==> src/rtl/posit_decoder_if.sv <==
// ----------------------------------------------------------------------------
// posit_decoder_if
//   Handshake bundle between a posit word producer, the posit decoder, and the
//   field consumer (the posit adder-subtractor operand port).
//
//   Input side  : in_valid / in_ready / in_data (N-bit posit word)
//   Output side : out_valid / out_ready plus the decoded fields
//                 out_sign, out_le (signed scale), out_exp, out_mant,
//                 out_rlen (signed regime length), out_zero, out_nar
//
//   Modports
//     master : environment view (drives words, accepts fields)
//     slave  : decoder view
// ----------------------------------------------------------------------------
interface posit_decoder_if #(
  parameter int N  = 32,
  parameter int ES = 2,
  parameter int RS = $clog2(N)
) ();

  logic              in_valid;
  logic              in_ready;
  logic [N-1:0]      in_data;

  logic              out_valid;
  logic              out_ready;
  logic              out_sign;
  logic [ES+RS:0]    out_le;
  logic [ES-1:0]     out_exp;
  logic [N-1:0]      out_mant;
  logic [RS:0]       out_rlen;
  logic              out_zero;
  logic              out_nar;

  modport master (
    output in_valid, in_data, out_ready,
    input  in_ready, out_valid, out_sign, out_le, out_exp,
           out_mant, out_rlen, out_zero, out_nar
  );

  modport slave (
    input  in_valid, in_data, out_ready,
    output in_ready, out_valid, out_sign, out_le, out_exp,
           out_mant, out_rlen, out_zero, out_nar
  );

endinterface

==> src/rtl/posit_decoder.sv <==
// ----------------------------------------------------------------------------
// posit_decoder
//   Two-stage pipelined posit unpacker. Splits an N-bit posit into sign,
//   signed scale (k*2^ES + exp), exponent, mantissa with hidden one at bit
//   N-1, and signed regime length. Zero and NaR are flagged with every other
//   field forced to zero.
//
//   Ports
//     clk, rst_n : clock (rising edge), asynchronous active-low reset
//     bus        : posit_decoder_if.slave (valid/ready in, valid/ready out)
//   Optional (macro POSIT_DECODER_STATS_EN)
//     stat_clr       : synchronous clear of both counters
//     stat_zero_cnt  : saturating count of zero beats delivered
//     stat_nar_cnt   : saturating count of NaR beats delivered
//
//   Stage 1 registers sign, |word| and the zero/NaR flags.
//   Stage 2 registers the decoded fields. in_ready is combinational from
//   out_ready so a full pipeline can accept and drain in the same cycle.
// ----------------------------------------------------------------------------
module posit_decoder #(
  parameter int N  = 32,
  parameter int ES = 2,
  parameter int RS = $clog2(N)
) (
  input  logic           clk,
  input  logic           rst_n,
  posit_decoder_if.slave bus
`ifdef POSIT_DECODER_STATS_EN
  ,
  input  logic           stat_clr,
  output logic [15:0]    stat_zero_cnt,
  output logic [15:0]    stat_nar_cnt
`endif
);

  localparam int LW = ES + RS + 1;   // scale width
  localparam int FW = N - 1 - ES;    // fraction bits available after regime/exp

  // Magnitude of the word, only the N-1 body bits are needed downstream
  // (the MSB of |word| is set only for NaR, which is flagged separately).
  function automatic logic [N-2:0] body_abs(input logic [N-1:0] w);
    logic [N-2:0] b;
    if (w[N-1]) begin
      b = ~w[N-2:0] + {{(N-2){1'b0}}, 1'b1};
    end else begin
      b = w[N-2:0];
    end
    return b;
  endfunction

  // Length of the run of bits equal to the leading body bit (1..N-1).
  function automatic logic [RS:0] run_length(input logic [N-2:0] body);
    logic [N-2:0] x;
    logic [RS:0]  cnt;
    logic         found;
    // Invert a ones-run so both polarities reduce to a leading-zero count.
    if (body[N-2]) begin
      x = ~body;
    end else begin
      x = body;
    end
    cnt   = {(RS+1){1'b0}};
    found = 1'b0;
    for (int i = N - 2; i >= 0; i--) begin
      if (found) begin
        cnt = cnt;
      end else if (x[i]) begin
        found = 1'b1;
      end else begin
        cnt = cnt + (RS+1)'(1);
      end
    end
    return cnt;
  endfunction

  logic           s1_valid_r;
  logic           s1_sign_r;
  logic           s1_zero_r;
  logic           s1_nar_r;
  logic [N-2:0]   s1_body_r;

  logic           s2_valid_r;
  logic           s2_sign_r;
  logic [LW-1:0]  s2_le_r;
  logic [ES-1:0]  s2_exp_r;
  logic [N-1:0]   s2_mant_r;
  logic [RS:0]    s2_rlen_r;
  logic           s2_zero_r;
  logic           s2_nar_r;

  logic           s1_load_s;
  logic           s2_load_s;
  logic           accept_s;

  logic [RS:0]    run_s;
  logic [RS:0]    shamt_s;
  logic [RS:0]    k_s;
  logic [RS:0]    rlen_s;
  logic [N-2:0]   tail_s;
  logic           d_sign_s;
  logic [LW-1:0]  d_le_s;
  logic [ES-1:0]  d_exp_s;
  logic [N-1:0]   d_mant_s;
  logic [RS:0]    d_rlen_s;

  // Pipeline advance: a stage loads when its slot is empty or being emptied.
  always_comb begin
    s2_load_s = ~s2_valid_r | bus.out_ready;
    s1_load_s = ~s1_valid_r | s2_load_s;
    accept_s  = bus.in_valid & s1_load_s;
  end

  assign bus.in_ready = s1_load_s;

  // Stage-1 register: sign, magnitude body and special-value flags.
  always_ff @(posedge clk or negedge rst_n) begin
    if (!rst_n) begin
      s1_valid_r <= 1'b0;
      s1_sign_r  <= 1'b0;
      s1_zero_r  <= 1'b0;
      s1_nar_r   <= 1'b0;
      s1_body_r  <= {(N-1){1'b0}};
    end else begin
      if (s1_load_s) begin
        s1_valid_r <= bus.in_valid;
      end
      if (accept_s) begin
        s1_sign_r <= bus.in_data[N-1];
        s1_body_r <= body_abs(bus.in_data);
        s1_zero_r <= (bus.in_data == {N{1'b0}});
        s1_nar_r  <= (bus.in_data == {1'b1, {(N-1){1'b0}}});
      end
    end
  end

  // Field extraction from the stage-1 magnitude body.
  always_comb begin
    run_s   = run_length(s1_body_r);
    shamt_s = run_s + (RS+1)'(1);
    // Drop regime and terminator; a shift of N-1 or more empties the tail,
    // which is exactly the maximum-run case (exp=0, empty fraction).
    tail_s  = s1_body_r << shamt_s;

    if (s1_body_r[N-2]) begin
      k_s = run_s - (RS+1)'(1);
    end else begin
      k_s = ~run_s + (RS+1)'(1);
    end

    // A run reaching bit 0 has no terminator bit.
    if (run_s == (RS+1)'(N - 1)) begin
      rlen_s = run_s;
    end else begin
      rlen_s = shamt_s;
    end

    d_sign_s = 1'b0;
    d_le_s   = {LW{1'b0}};
    d_exp_s  = {ES{1'b0}};
    d_mant_s = {N{1'b0}};
    d_rlen_s = {(RS+1){1'b0}};
    if (s1_zero_r | s1_nar_r) begin
      d_sign_s = 1'b0;
    end else begin
      d_sign_s = s1_sign_r;
      d_exp_s  = tail_s[N-2 -: ES];
      // Low ES bits of k<<<ES are zero, so the scale is a concatenation.
      d_le_s   = {k_s, tail_s[N-2 -: ES]};
      d_mant_s = {1'b1, tail_s[FW-1:0], {ES{1'b0}}};
      d_rlen_s = rlen_s;
    end
  end

  // Stage-2 register: decoded fields held stable while stalled.
  always_ff @(posedge clk or negedge rst_n) begin
    if (!rst_n) begin
      s2_valid_r <= 1'b0;
      s2_sign_r  <= 1'b0;
      s2_le_r    <= {LW{1'b0}};
      s2_exp_r   <= {ES{1'b0}};
      s2_mant_r  <= {N{1'b0}};
      s2_rlen_r  <= {(RS+1){1'b0}};
      s2_zero_r  <= 1'b0;
      s2_nar_r   <= 1'b0;
    end else if (s2_load_s) begin
      s2_valid_r <= s1_valid_r;
      if (s1_valid_r) begin
        s2_sign_r <= d_sign_s;
        s2_le_r   <= d_le_s;
        s2_exp_r  <= d_exp_s;
        s2_mant_r <= d_mant_s;
        s2_rlen_r <= d_rlen_s;
        s2_zero_r <= s1_zero_r;
        s2_nar_r  <= s1_nar_r;
      end
    end
  end

  assign bus.out_valid = s2_valid_r;
  assign bus.out_sign  = s2_sign_r;
  assign bus.out_le    = s2_le_r;
  assign bus.out_exp   = s2_exp_r;
  assign bus.out_mant  = s2_mant_r;
  assign bus.out_rlen  = s2_rlen_r;
  assign bus.out_zero  = s2_zero_r;
  assign bus.out_nar   = s2_nar_r;

`ifdef POSIT_DECODER_STATS_EN
  logic        fire_s;
  logic [15:0] zero_cnt_r;
  logic [15:0] nar_cnt_r;

  assign fire_s = s2_valid_r & bus.out_ready;

  // Special-value counters: bump on delivered beats, saturate at all-ones.
  always_ff @(posedge clk or negedge rst_n) begin
    if (!rst_n) begin
      zero_cnt_r <= 16'h0000;
      nar_cnt_r  <= 16'h0000;
    end else if (stat_clr) begin
      zero_cnt_r <= 16'h0000;
      nar_cnt_r  <= 16'h0000;
    end else begin
      if (fire_s && s2_zero_r && (zero_cnt_r != 16'hFFFF)) begin
        zero_cnt_r <= zero_cnt_r + 16'h0001;
      end
      if (fire_s && s2_nar_r && (nar_cnt_r != 16'hFFFF)) begin
        nar_cnt_r <= nar_cnt_r + 16'h0001;
      end
    end
  end

  assign stat_zero_cnt = zero_cnt_r;
  assign stat_nar_cnt  = nar_cnt_r;
`endif

endmodule

==> src/flat_wrapper.sv <==
// flat-port wrapper written by rule: the top's interface ports become plain ports
module posit_decoder_flat 
#(
  parameter int N  = 32,
  parameter int ES = 2,
  parameter int RS = $clog2(N)
)
  (clk, rst_n, bus_in_valid, bus_in_data, bus_out_ready, bus_in_ready, bus_out_valid, bus_out_sign, bus_out_le, bus_out_exp, bus_out_mant, bus_out_rlen, bus_out_zero, bus_out_nar);
  posit_decoder_if #(.N(N), .ES(ES), .RS(RS)) bus_i ();
  input  logic clk;
  input  logic rst_n;
  input wire logic [$bits(bus_i.in_valid)-1:0] bus_in_valid;
  input wire logic [$bits(bus_i.in_data)-1:0] bus_in_data;
  input wire logic [$bits(bus_i.out_ready)-1:0] bus_out_ready;
  output wire logic [$bits(bus_i.in_ready)-1:0] bus_in_ready;
  output wire logic [$bits(bus_i.out_valid)-1:0] bus_out_valid;
  output wire logic [$bits(bus_i.out_sign)-1:0] bus_out_sign;
  output wire logic [$bits(bus_i.out_le)-1:0] bus_out_le;
  output wire logic [$bits(bus_i.out_exp)-1:0] bus_out_exp;
  output wire logic [$bits(bus_i.out_mant)-1:0] bus_out_mant;
  output wire logic [$bits(bus_i.out_rlen)-1:0] bus_out_rlen;
  output wire logic [$bits(bus_i.out_zero)-1:0] bus_out_zero;
  output wire logic [$bits(bus_i.out_nar)-1:0] bus_out_nar;
  assign bus_i.in_valid = bus_in_valid;
  assign bus_i.in_data = bus_in_data;
  assign bus_i.out_ready = bus_out_ready;
  assign bus_in_ready = bus_i.in_ready;
  assign bus_out_valid = bus_i.out_valid;
  assign bus_out_sign = bus_i.out_sign;
  assign bus_out_le = bus_i.out_le;
  assign bus_out_exp = bus_i.out_exp;
  assign bus_out_mant = bus_i.out_mant;
  assign bus_out_rlen = bus_i.out_rlen;
  assign bus_out_zero = bus_i.out_zero;
  assign bus_out_nar = bus_i.out_nar;
  posit_decoder #(.N(N), .ES(ES), .RS(RS)) u_core (.clk(clk), .rst_n(rst_n), .bus(bus_i));
endmodule
==> config.mk <==
export PLATFORM = sky130hd
export DESIGN_NAME = posit_decoder_flat
export DESIGN_NICKNAME = d
export VERILOG_FILES = /design/src/rtl/posit_decoder_if.sv /design/src/rtl/posit_decoder.sv /design/src/flat_wrapper.sv
export SDC_FILE = /design/constraint.sdc
export NUM_CORES = 1
export LEC_CHECK = 0
export CAP_MARGIN = 20
export CORE_ASPECT_RATIO = 0.75
export CORE_MARGIN = 2
export CORE_UTILIZATION = 66
export DETAILED_ROUTE_END_ITERATION = 6
export DONT_BUFFER_PORTS = 1
export PLACE_DENSITY = 0.79
export SETUP_SLACK_MARGIN = 0.2
export SLEW_MARGIN = 25
export SYNTH_ARGS = -nofsm -noshare
export SYNTH_HDL_FRONTEND = slang
export SYNTH_SLANG_ARGS = --single-unit
==> constraint.sdc <==
create_clock -name clk -period 15.7 [get_ports clk]
set_input_delay 3.14 -clock clk [delete_from_list [all_inputs] [get_ports clk]]
set_output_delay 3.14 -clock clk [all_outputs]
set_load 0.02 [all_outputs]
==> run summary <==
Outcome: complete, no violations
Hold path startpoint: u_core.s1_valid_r
Fillcell total: 1221
Fmax: 68.0 MHz
WL/cell: 19.6 um
Initial core utilization: 67.2%
Relative slew slack: 29.0%
Slew @ Worst Pin: 1.07 ns
Horiz. Die Dim: 147 um
# port buffers: 0
Min-delay worst type: reg -> reg
Grt ovf: 0
MaxCap Viol Count: 0
Hold Path Depth: 1
Num CTS Buffers: 9
VDD IR max: 0.131 mV
CP required: 15.93 ns
Final Hold Vio Count: 0
RSZ-0062 raised after global routing: no
Leak: 4.52 nW
RePlAce Congestion: 0.975
R2R depth: 69
R2R Path End: u_core.bus.out_mant[29]
Routed Antenna Nets: 0
Area grow syn2layout: 6.66%
Synth top area share: 20.4%
Synth Cell Area: 0.0102 mm2
Die height: 111 um
H-Tree Depth: 3
Largest fanout on the critical path: 17
CTS tree: built
Worst Path Class, Setup: reg -> reg
Register area share after synthesis: 20.4%
Rows: 39
Setup Viol. Count Final: 0
Top FF cell, synth: dfrtp_1
Drt pass-1 iters: 6
Clock net sink count: 83
Via count: 9723
CTS clock-pin slew for the worst setup and hold paths: 0.07 ns
Layout cells sized above 1: 12.1%
Initial DRC count: 1120
Worst path slowest cell: or4_4
Skew final: 0.00895 ns
Clk buf depth: 2
Synth Instances: 1286
Worst Path Arrival: 14.93 ns
Remaining routing DRC violations: 0
Ant. Diodes: 0
GRT Overall Usage: 32.5%
Number of global-route vias before repair: 8730
Vias/cell: 6.70
Core ar.: 0.0151 mm2
Final period utilization: 93.6%
Worst skew pair latency: 0.34 ns
Netlist cell types: 101
Clk Tree Root Cell: clkbuf_16
Synth Register Bits: 83
NumNets Final: 1306
Boundary Pins: 89
Post-synth EDFFs: 0
Yosys warning count: 0
Sum Neg Setup Slack: 0 ns
HPWL Detailed: 20.2 mm
Final Max Tran Viols: 0
CP Launch Type: flip-flop
First-pass GRT wire length: 44.5 mm
Hold EP: u_core.bus.out_valid
PwrDens: 150 mW/mm2
Die Area: 0.0164 mm2
Top post-synthesis cells by area: dfrtp_1 (20%), mux2i_1 (10%), nand2_1 (5.7%), o21ai_0 (4.8%), xor2_1 (4.1%)
Synth Area per Inst: 7.90 um2
Total wire length: 28.4 mm
Initial antenna violation count: 0
Tmin final: 14.70 ns
Area leader, netlist: dfrtp_1
CP Capture Type: flip-flop
FF-to-FF setup slack: 1.00 ns
Fraction of registers with async set or reset after synthesis: 100%
Final Power: 1.62 mW
CP dominant cell by count: ha_1
Largest net degree at the start of global routing: 84
R2r startpoint: u_core.s1_body_r[27]
Worst path max stage delay: 0.58 ns
layout make-up:
class                      instances  area, um2  share of cell area [%]
multi-input combinational       1083       7740                    71.4
clock buffer                       9        225                    2.08
clock inverter                     7        108                   0.993
sequential                        83       2080                    19.2
tap                              205        256                    2.37
inverter                          33        128                    1.18
timing repair buffer              32        302                    2.78
worst max-delay path: cells and delay by family, from the launching register on:
family                     cells  cell delay, ns
and+or+nand+nor               18            2.67
DFF                            1            0.47
AOI/OAI and AO/OA             19            3.49
muxes                          9            2.48
adders and majority gates     12            3.58
buffers and inverters          6            0.91
xor gates and xnor gates       5            0.98
registers in the layout, summed over array words and instances (netlist names):
name	cells
u_core.s1_body_r	31
u_core.bus.out_mant	30
u_core.bus.out_le	7
u_core.bus.out_rlen	6
u_core.bus.out_exp	1
u_core.bus.out_nar	1
u_core.bus.out_sign	1
u_core.bus.out_valid	1
u_core.bus.out_zero	1
u_core.s1_nar_r	1
u_core.s1_sign_r	1
u_core.s1_valid_r	1
u_core.s1_zero_r	1
through the flow:
stage                     util (%)  worst slack, ns  instances  cell area, um2  hold WS (ns)
final                         71.7             1.00       1452           10800         0.507
after CTS                     69.2            0.388       1431           10500         0.506
after global routing          71.7           0.0937       1452           10800         0.529
after detailed placement      66.9            0.325       1415           10100         0.487
after floorplan                  -             1.35       1287           10200         0.455
after global placement        66.9            0.994       1415           10100         0.484
timing repair:
item,CTS,global route
hold buffers,0,0
pin swaps,0,6
cloned,0,2
setup buffers,0,19
gates resized for setup,1,33
endpoints found under the setup margin,4,35
placed cells by master, fill, tap and decap left out, types with 12 or more instances in the layout:
cell type	instances
nand2_1	153
mux2i_1	103
o21ai_0	97
nor2_1	90
dfrtp_1	82
a21oi_1	53
xor2_1	45
xnor2_1	40
nand3_1	37
nor3_1	33
inv_1	30
ha_1	26
buf_4	26
or3_1	22
nand2b_1	20
mux2_2	20
a32o_1	19
a22o_1	17
and2_1	16
o211ai_1	15
a21o_1	15
a31oi_1	12
o21ai_1	12
o31ai_1	12
worst max path at each step:
| stage | startpoint | end | slack, ns | cells after the start |
|---|---|---|---|---|
| after global placement | u_core.s1_body_r[27] | u_core.bus.out_mant[21] | 0.99 | 67 |
| after CTS | u_core.s1_body_r[30] | u_core.bus.out_mant[19] | 0.39 | 69 |
| after floorplan | u_core.s1_body_r[30] | u_core.bus.out_mant[29] | 1.35 | 71 |
| final | u_core.s1_body_r[27] | u_core.bus.out_mant[29] | 1.00 | 69 |
| after detailed placement | u_core.s1_body_r[30] | u_core.bus.out_mant[22] | 0.32 | 69 |
| after global routing | u_core.s1_body_r[27] | u_core.bus.out_mant[29] | 0.09 | 70 |
synth_stat cells, types with 10 or more instances:
cell type,n
xor2_1,48
a22o_1,17
a31oi_1,13
xnor2_1,42
a32o_1,19
mux2i_1,104
o21ai_0,97
nor3_1,34
clkbuf_1,44
nand2b_1,20
inv_1,32
ha_1,28
o21ai_1,12
or3_1,22
buf_1,10
o211ai_1,15
or4_1,10
nor2_1,91
a21oi_1,56
o31ai_1,12
a211oi_1,13
dfrtp_1,83
mux2_2,20
buf_2,16
buf_4,13
o21a_1,10
nand3_1,38
a21o_1,15
nand2_1,154
and2_1,16
kinds of logic after synthesis:
| kind of cell | after synthesis | share of synthesized area [%] |
|---|---|---|
| flip-flops | 83 | 20.4 |
| AO/OA/AOI/OAI | 347 | 23.4 |
| XOR/XNOR | 101 | 9.86 |
| AND/OR/NAND/NOR | 463 | 22.7 |
| buffers and inverters | 123 | 5.67 |
| other | 1 | 0.0369 |
| multiplexers | 138 | 14.2 |
| adder cells (fa/ha/maj) | 30 | 3.64 |
routing by layer:
layer  part of all wire, %  global-route usage, %
met5                     0                      0
met3                   9.5                   7.50
met4                   1.4                   3.91
met2                    43                   48.8
met1                    46                   49.4
report_power, final:
group | total (mW) | switching, mW | internal (mW)
combinational | 0.974 | 0.551 | 0.423
sequential | 0.413 | 0.140 | 0.274
clock | 0.236 | 0.0941 | 0.142
(Power assumes the default switching activity.)
